File: src/rtl/pipelined_rca_addsub_if.sv
`default_nettype none
// ============================================================================
// Module      : pipelined_rca_addsub_if
// Description : Operand/result valid-ready bundle for pipelined_rca_addsub.
// Revision    : 1.0 - initial release
// ============================================================================
interface pipelined_rca_addsub_if #(
    parameter int WIDTH = 16
);
    logic             in_valid;
    logic             in_ready;
    logic [WIDTH-1:0] a;
    logic [WIDTH-1:0] b;
    logic             c_in;
    logic             sub;
    logic             out_valid;
    logic             out_ready;
    logic [WIDTH-1:0] sum;
    logic             cout;
    logic             overflow;

    modport master (
        output in_valid, a, b, c_in, sub, out_ready,
        input  in_ready, out_valid, sum, cout, overflow
    );

    modport slave (
        input  in_valid, a, b, c_in, sub, out_ready,
        output in_ready, out_valid, sum, cout, overflow
    );
endinterface
`default_nettype wire

File: src/rtl/pipelined_rca_addsub.sv
`default_nettype none
// ============================================================================
// Module      : pipelined_rca_addsub
// Description : WIDTH-bit add/sub split into STAGES ripple slices, with the
//               inter-slice carry registered and a global valid/ready stall.
// Revision    : 1.0 - initial release
// ============================================================================
module pipelined_rca_addsub #(
    parameter int WIDTH  = 16,
    parameter int STAGES = 4
) (
    input wire clk,
    input wire rst_n,
    pipelined_rca_addsub_if.slave bus
);
    localparam int c_slice = WIDTH / STAGES;

    logic w_adv;
    logic r_ovf;

    assign w_adv        = bus.out_ready | ~bus.out_valid;
    assign bus.in_ready = w_adv;

    for (genvar k = 0; k < STAGES; k++) begin : g_stage
        localparam int c_lo = k * c_slice;
        // Operand bits still to be consumed from this stage onward
        localparam int c_aw = WIDTH - c_lo;

        logic [c_aw-1:0]         w_ain;
        logic [c_aw-1:0]         w_bin;
        logic                    w_cin;
        logic                    w_vin;
        logic [c_slice-1:0]      w_s;
        logic [c_slice:0]        w_c;
        logic                    r_valid;
        logic                    r_carry;
        logic [c_lo+c_slice-1:0] r_sum;

        always_comb begin
            w_s    = '0;
            w_c    = '0;
            w_c[0] = w_cin;
            for (int i = 0; i < c_slice; i++) begin
                w_s[i]   = w_ain[i] ^ w_bin[i] ^ w_c[i];
                w_c[i+1] = (w_ain[i] & w_bin[i]) | (w_c[i] & (w_ain[i] ^ w_bin[i]));
            end
        end

        always_ff @(posedge clk or negedge rst_n) begin
            if (!rst_n) begin
                r_valid <= 1'b0;
                r_carry <= 1'b0;
            end else if (w_adv) begin
                r_valid <= w_vin;
                r_carry <= w_c[c_slice];
            end
        end

        if (k == 0) begin : g_first
            // Subtraction is a + ~b + 1; the +1 rides in on the slice-0 carry
            assign w_ain = bus.a;
            assign w_bin = bus.sub ? ~bus.b : bus.b;
            assign w_cin = bus.sub | bus.c_in;
            assign w_vin = bus.in_valid;

            always_ff @(posedge clk or negedge rst_n) begin
                if (!rst_n) begin
                    r_sum <= '0;
                end else if (w_adv) begin
                    r_sum <= w_s;
                end
            end
        end else begin : g_next
            assign w_ain = g_stage[k-1].g_skew.r_a;
            assign w_bin = g_stage[k-1].g_skew.r_b;
            assign w_cin = g_stage[k-1].r_carry;
            assign w_vin = g_stage[k-1].r_valid;

            always_ff @(posedge clk or negedge rst_n) begin
                if (!rst_n) begin
                    r_sum <= '0;
                end else if (w_adv) begin
                    r_sum <= {w_s, g_stage[k-1].r_sum};
                end
            end
        end

        if (k < STAGES - 1) begin : g_skew
            logic [c_aw-c_slice-1:0] r_a;
            logic [c_aw-c_slice-1:0] r_b;

            always_ff @(posedge clk or negedge rst_n) begin
                if (!rst_n) begin
                    r_a <= '0;
                    r_b <= '0;
                end else if (w_adv) begin
                    r_a <= w_ain[c_aw-1:c_slice];
                    r_b <= w_bin[c_aw-1:c_slice];
                end
            end
        end else begin : g_last
            // Signed overflow: carry into the MSB differs from carry out of it
            always_ff @(posedge clk or negedge rst_n) begin
                if (!rst_n) begin
                    r_ovf <= 1'b0;
                end else if (w_adv) begin
                    r_ovf <= w_c[c_slice] ^ w_c[c_slice-1];
                end
            end
        end
    end

    assign bus.out_valid = g_stage[STAGES-1].r_valid;
    assign bus.sum       = g_stage[STAGES-1].r_sum;
    assign bus.cout      = g_stage[STAGES-1].r_carry;
    assign bus.overflow  = r_ovf;
endmodule
`default_nettype wire
File: src/flat_wrapper.sv
// flat-port wrapper written by rule: the top's interface ports become plain ports
module pipelined_rca_addsub_flat 
#(
    parameter int WIDTH  = 16,
    parameter int STAGES = 4
)
  (clk, rst_n, bus_in_valid, bus_a, bus_b, bus_c_in, bus_sub, bus_out_ready, bus_in_ready, bus_out_valid, bus_sum, bus_cout, bus_overflow);
  pipelined_rca_addsub_if #(.WIDTH(WIDTH)) bus_i ();
  input wire clk;
  input wire rst_n;
  input wire logic [$bits(bus_i.in_valid)-1:0] bus_in_valid;
  input wire logic [$bits(bus_i.a)-1:0] bus_a;
  input wire logic [$bits(bus_i.b)-1:0] bus_b;
  input wire logic [$bits(bus_i.c_in)-1:0] bus_c_in;
  input wire logic [$bits(bus_i.sub)-1:0] bus_sub;
  input wire logic [$bits(bus_i.out_ready)-1:0] bus_out_ready;
  output wire logic [$bits(bus_i.in_ready)-1:0] bus_in_ready;
  output wire logic [$bits(bus_i.out_valid)-1:0] bus_out_valid;
  output wire logic [$bits(bus_i.sum)-1:0] bus_sum;
  output wire logic [$bits(bus_i.cout)-1:0] bus_cout;
  output wire logic [$bits(bus_i.overflow)-1:0] bus_overflow;
  assign bus_i.in_valid = bus_in_valid;
  assign bus_i.a = bus_a;
  assign bus_i.b = bus_b;
  assign bus_i.c_in = bus_c_in;
  assign bus_i.sub = bus_sub;
  assign bus_i.out_ready = bus_out_ready;
  assign bus_in_ready = bus_i.in_ready;
  assign bus_out_valid = bus_i.out_valid;
  assign bus_sum = bus_i.sum;
  assign bus_cout = bus_i.cout;
  assign bus_overflow = bus_i.overflow;
  pipelined_rca_addsub #(.WIDTH(WIDTH), .STAGES(STAGES)) u_core (.clk(clk), .rst_n(rst_n), .bus(bus_i));
endmodule
File: config.mk
export PLATFORM = sky130hd
export DESIGN_NAME = pipelined_rca_addsub_flat
export DESIGN_NICKNAME = d
export VERILOG_FILES = /design/src/rtl/pipelined_rca_addsub_if.sv /design/src/rtl/pipelined_rca_addsub.sv /design/src/flat_wrapper.sv
export SDC_FILE = /design/constraint.sdc
export NUM_CORES = 1
export LEC_CHECK = 0
export BUFFER_PORTS_ARGS = -buffer_cell sky130_fd_sc_hd__buf_2
export CORE_UTILIZATION = 55
export DETAILED_ROUTE_END_ITERATION = 8
export PLACE_DENSITY = 0.73
export SETUP_SLACK_MARGIN = 0.1
export SLEW_MARGIN = 20
export SYNTH_ARGS = -nofsm -noshare
export SYNTH_HDL_FRONTEND = slang
export SYNTH_SLANG_ARGS = --single-unit
File: constraint.sdc
create_clock -name clk -period 2.65 [get_ports clk]
set_clock_uncertainty 0.05 [all_clocks]
set_input_delay 0.1325 -clock clk [delete_from_list [all_inputs] [get_ports clk]]
set_output_delay 0.1325 -clock clk [all_outputs]
set_load 0.02 [all_outputs]
### Yosys cells after proc, flatten, opt, wreduce, memory -nomap -nowiden

Cells that the tools add are included.

| word-level totals | value |
|---|---|
| output and inout bits | 20 |
| word-level logic and storage cells | 105 |
| flip-flop bits (word level) | 97 |

| operators by class | value |
|---|---|
| muxes and demuxes | 1 |
| bitwise gates (word level) | 85 |

Operator list:

| cell | number |
|---|---|
| $xor A1 B1 Y1 | 33 |
| $and A1 B1 Y1 | 32 |
| $or A1 B1 Y1 | 18 |
| $mux W16 | 1 |
| $not A16 Y16 | 1 |
| $not A1 Y1 | 1 |

### Logic depth before layout (Yosys ltp)

| depth | value |
|---|---|
| word-level depth | 11 |
| gate-level depth with buffers | 10 |
| mapped depth without buffers | 9 |

### Worst setup path before layout

No wires, ideal clock.

| path | value |
|---|---|
| path kind | in2reg |
| start point | in bus_sub |
| end point | reg u_core.g_stage[0].r_sum[3] |
| required time | 2.475 ns |
| slack | 0.083 ns |
| stages on the path | 10 |
| data arrival time | 2.392 ns |
| path buffers | 2 |
| path through | buf_2 buf_4 xor2_1 fa_1 inv_1 fa_1 fa_1 inv_1 fa_1 mux2_2 |

| between the ends | value |
|---|---|
| word-level cells in the longest chain between the ends | 9 |
| elaborated cells on any way between the ends | 16 |
| classes of those cells | mux (1); bitwise (15) |

RTL lines:

| what | line | RTL |
|---|---|---|
| start: declaration | flat_wrapper.sv:15 | `input wire logic [$bits(bus_i.sub)-1:0] bus_sub;` |
| $mux W16 | pipelined_rca_addsub.sv:62 | `assign w_bin = bus.sub ? ~bus.b : bus.b;` |
| $xor A1 B1 Y1 | pipelined_rca_addsub.sv:45 | `w_c[i+1] = (w_ain[i] & w_bin[i]) \| (w_c[i] & (w_ain[i] ^ w_bin[i]));` |
| $and A1 B1 Y1 | pipelined_rca_addsub.sv:45 |  |
| $or A1 B1 Y1 | pipelined_rca_addsub.sv:45 |  |
| $and A1 B1 Y1 | pipelined_rca_addsub.sv:45 |  |
| $or A1 B1 Y1 | pipelined_rca_addsub.sv:45 |  |
| $and A1 B1 Y1 | pipelined_rca_addsub.sv:45 |  |
| $or A1 B1 Y1 | pipelined_rca_addsub.sv:45 |  |
| $xor A1 B1 Y1 * | pipelined_rca_addsub.sv:44 | `w_s[i] = w_ain[i] ^ w_bin[i] ^ w_c[i];` |
| via u_core.g_stage[0].w_s[3] | pipelined_rca_addsub.sv:33 | `logic [c_slice-1:0] w_s;` |
| end signal: assignment | pipelined_rca_addsub.sv:70 | `r_sum <= w_s;` |
| end: declaration | pipelined_rca_addsub.sv:37 | `logic [c_lo+c_slice-1:0] r_sum;` |

The timed path passes the listed nets; every way through them passes the cells marked *.
A chain may end at the register's enable or synchronous reset.

### Worst setup path after layout

| path | value |
|---|---|
| start point | reg u_core.g_stage[2].g_skew.r_b[0] |
| end point | reg u_core.r_ovf (netlist: u_core.bus.overflow) |

| between the ends | value |
|---|---|
| word-level cells in the longest chain between the ends | 10 |
| elaborated cells on any way between the ends | 11 |
| classes of those cells | bitwise (11) |

RTL lines:

| what | line | RTL |
|---|---|---|
| start: declaration | pipelined_rca_addsub.sv:90 | `logic [c_aw-c_slice-1:0] r_b;` |
| start signal: assignment | pipelined_rca_addsub.sv:98 | `r_b <= w_bin[c_aw-1:c_slice];` |
| $xor A1 B1 Y1 | pipelined_rca_addsub.sv:45 |  |
| $and A1 B1 Y1 | pipelined_rca_addsub.sv:45 |  |
| $or A1 B1 Y1 * | pipelined_rca_addsub.sv:45 |  |
| $and A1 B1 Y1 * | pipelined_rca_addsub.sv:45 |  |
| $or A1 B1 Y1 * | pipelined_rca_addsub.sv:45 |  |
| $and A1 B1 Y1 * | pipelined_rca_addsub.sv:45 |  |
| $or A1 B1 Y1 * | pipelined_rca_addsub.sv:45 |  |
| $and A1 B1 Y1 | pipelined_rca_addsub.sv:45 |  |
| $or A1 B1 Y1 | pipelined_rca_addsub.sv:45 |  |
| $xor A1 B1 Y1 * | pipelined_rca_addsub.sv:107 | `r_ovf <= w_c[c_slice] ^ w_c[c_slice-1];` |
| end signal: assignment | pipelined_rca_addsub.sv:107 |  |
| end: declaration | pipelined_rca_addsub.sv:19 | `logic r_ovf;` |

Every way passes the cells marked *; elsewhere a longest branch is shown, timed or not.

==> summary.txt <==
status - finished clean
kind of cell with the highest combined delay on the critical path - adder cells
vertical extent of the die - 89.6 um
maximum number of buffers from clock root to sink - 2
Final GP Congestion - 0.791
clock latency on the worst-skew pair - 0.35 ns
width of the die - 89.6 um
endpoint type of the worst setup path - register
drt total wl - 6700 um
commonest cells in the synthesized netlist - dfrtp_1 (97), mux2_2 (79), inv_1 (25)
Critical Path Start Type - register
fraction of final layout cells with drive strength greater than 1 - 46.2%
root buffer cell - clkbuf_8
first-pass detailed-route iteration total - 4
worst reg-to-reg path cell count - 9
worst endpoint data arrival time - 2.61 ns
top flip-flop cell by instance count after synthesis - dfrtp_1
crit path setup slack, layout - 0.230 ns
end of the worst hold path - u_core.g_stage[0].g_skew.r_b[3]
count of pins on the block boundary - 58
CTS Sinks - 97
Fmax - 413 MHz
Max stage delay cell, worst path - fa_1
Ys Warns - 0
clock tree from TritonCTS - built
Worst Max-Slew Pin Slew - 0.546 ns
Mapped Nets - 333
P per Cell Area - 1140 nW/um^2
worst r2r dst - u_core.bus.overflow
post-synthesis sequential area ratio - 57.5%
count of final hold-check violations - 0
normalized max-slew margin - 63.6%
setup TNS after final layout - 0 ns
min-delay src - bus_b[7]
period utilization - 91.3%
area growth from synthesis to final layout - 17.8%
EDFF count, synth - 0
largest net degree at the start of global routing - 56
total vias in the final route - 2259
NumNets Final - 404
number of global-route vias before repair - 2231
first-iteration detailed-routing DRC count - 65
number of cell rows - 31
asr flop ratio synth - 100%
clock slew at the register clock pins of the worst setup and hold paths - 0.10 ns
required time worst endpoint - 2.84 ns
Std-Cell Core Area - 7330 sq um
delay of the slowest cell on the worst path - 0.45 ns
CP cell instances - inv_1 -> fa_1 -> inv_1 -> fa_2 -> fa_2 -> inv_1 -> fa_1 -> xnor2_1 -> mux2_2
number of antenna violations at the first check in global routing - 0
number of distinct library cells after synthesis - 17
Initial Util - 57.6%
first-pass GRT wire length - 11000 um
synthesized area divided by synthesized cell count - 15.1 sq um
worst vdd rail ir drop - 617 uV
H-tree levels - 3
hold crit path type - in2reg
share of the synthesized area in the top cell type - 57.5%
leftover overflow at the end of global routing - 0
Max Transition Viols Final - 0
DRT antenna net count - 0
RR Startpoint - u_core.g_stage[2].g_skew.r_b[0]
number of buffers inserted during clock tree synthesis - 9
Maximum Capacitance Violations - 0
DR DRC count - 0
antenna cells - 0
Post-Place Worst Slack - 0.225 ns
count of input and output buffers - 57
die area - 8030 sq um
RSZ-0062 raised after global routing - false
worst hold path stage count - 3
top post-synthesis cells by area - dfrtp_1 (57%), mux2_2 (21%), fa_1 (7.6%)
final period demand of the worst path - 2.42 ns
Mapped Area - 4220 sq um
Pleak - 2.27 nW
post-synthesis cell type with the largest combined area - dfrtp_1
number of register bits inferred by synthesis - 97
Vias per Instance - 4.98
Most Frequent Cell on Critical Path - inv_1
post-synthesis instance total - 279
Post-DP HPWL - 4540 um
flop2flop setup slack - 0.23 ns
critical-path maximum fanout - 2
# setup viols final - 0
routed length per placed instance - 14.8 um
start-to-end type of the worst setup path - reg2reg
WP buf/inv - 3
All-Layer GR Usage - 18.6%
cell with the most instances after synthesis - dfrtp_1
cell families after synthesis:
family,count (synthesis),share of synthesized area [%]
and+or+nand+nor,13,2.40
xor gates and xnor gates,17,3.53
adders and majority gates,16,7.59
DFF,97,57.5
buffers and inverters,40,4.59
AOI/OAI and AO/OA,10,1.19
muxes,86,23.2
layer usage:
layer | GRT usage (%) | vias to the layer above | wire length (um)
met5 | 0 | - | 0
met3 | 3.02 | 6 | 174
met4 | 6.93 | 0 | 55
met1 | 27.0 | 1147 | 3310
met2 | 28.7 | 39 | 3160
li1 | - | 1067 | -
worst min-delay path: stages:
cell and delay, ns:
buf_2 0.08, xnor2_1 0.11, mux2i_1 0.07
how the worst max path moves through the flow:
stage                                         start                          to  slack (ns)  depth (start not counted)
finish              u_core.g_stage[2].g_skew.r_b[0]         u_core.bus.overflow        0.23                          9
global route        u_core.g_stage[2].g_skew.r_b[0]         u_core.bus.overflow        0.10                          9
floorplan                                   bus_sub  u_core.g_stage[0].r_sum[3]        0.12                         10
detailed placement                          bus_sub  u_core.g_stage[0].r_sum[3]        0.23                          9
CTS                 u_core.g_stage[2].g_skew.r_b[0]         u_core.bus.overflow        0.22                          9
global placement                            bus_sub  u_core.g_stage[0].r_sum[3]        0.29                          9
metrics by stage:
stage | cell area (sq um) | hold slack, ns | util, % | total power, W | std cells
4_1_cts | 4970 | 0.0394 | 67.8 | 0.00571 | 454
3_5_place_dp | 4600 | 0.102 | 62.8 | 0.00463 | 424
3_3_place_gp | 4600 | 0.105 | 62.8 | 0.00455 | 424
2_1_floorplan | 4230 | -0.213 | - | 0.00402 | 279
6_report | 4970 | 0.0497 | 67.8 | 0.00566 | 454
5_1_grt | 4970 | 0.0529 | 67.8 | 0.00606 | 454
placed cells by master, fill, tap and decap left out, types with 2 or more instances in the layout:
master and count:
dfrtp_1 97, mux2_2 79, buf_2 56, inv_1 25
fa_1 14, dlygate4sd3_1 14, xor2_1 12, nor3b_1 10
a21oi_1 10, clkbuf_8 10, xnor2_1 5, mux2_4 4
mux2i_1 3, buf_12 3, fa_2 2, bufinv_16 2
buf_4 2
area by class of cell:
class	instances	area (sq um)
clock buffer	10	138
clock inverter	6	90.1
fill	540	2360
inverter	25	93.8
multi-input combinational	142	1610
sequential	97	2430
tap	99	124
timing repair buffer	75	495
state kept, by name, indices dropped and copies added, names as in the netlist:
register,flops
u_core.g_stage.g_skew.r_b,24
u_core.g_stage.r_carry,3
u_core.bus.out_valid,1
u_core.g_stage.r_sum,24
u_core.bus.sum,16
u_core.bus.overflow,1
u_core.bus.cout,1
u_core.g_stage.r_valid,3
u_core.g_stage.g_skew.r_a,24
power by group:
group	switching, W	total [W]	leakage, nW	internal [W]
clock	0.000495	0.00106	0.113	0.000561
sequential	0.000392	0.00254	1.12	0.00215
combinational	0.000948	0.00207	1.04	0.00112
total	0.00183	0.00566	2.27	0.00383
timing repair:
action / CTS / global route
hold buffers: 14 / 0
setup buffers: 0 / 0
resized for setup: 0 / 2
endpoints found under the hold margin: 55 / 0
setup endpoints to repair: 0 / 1
No activity file was read; power rests on OpenSTA's default activity.
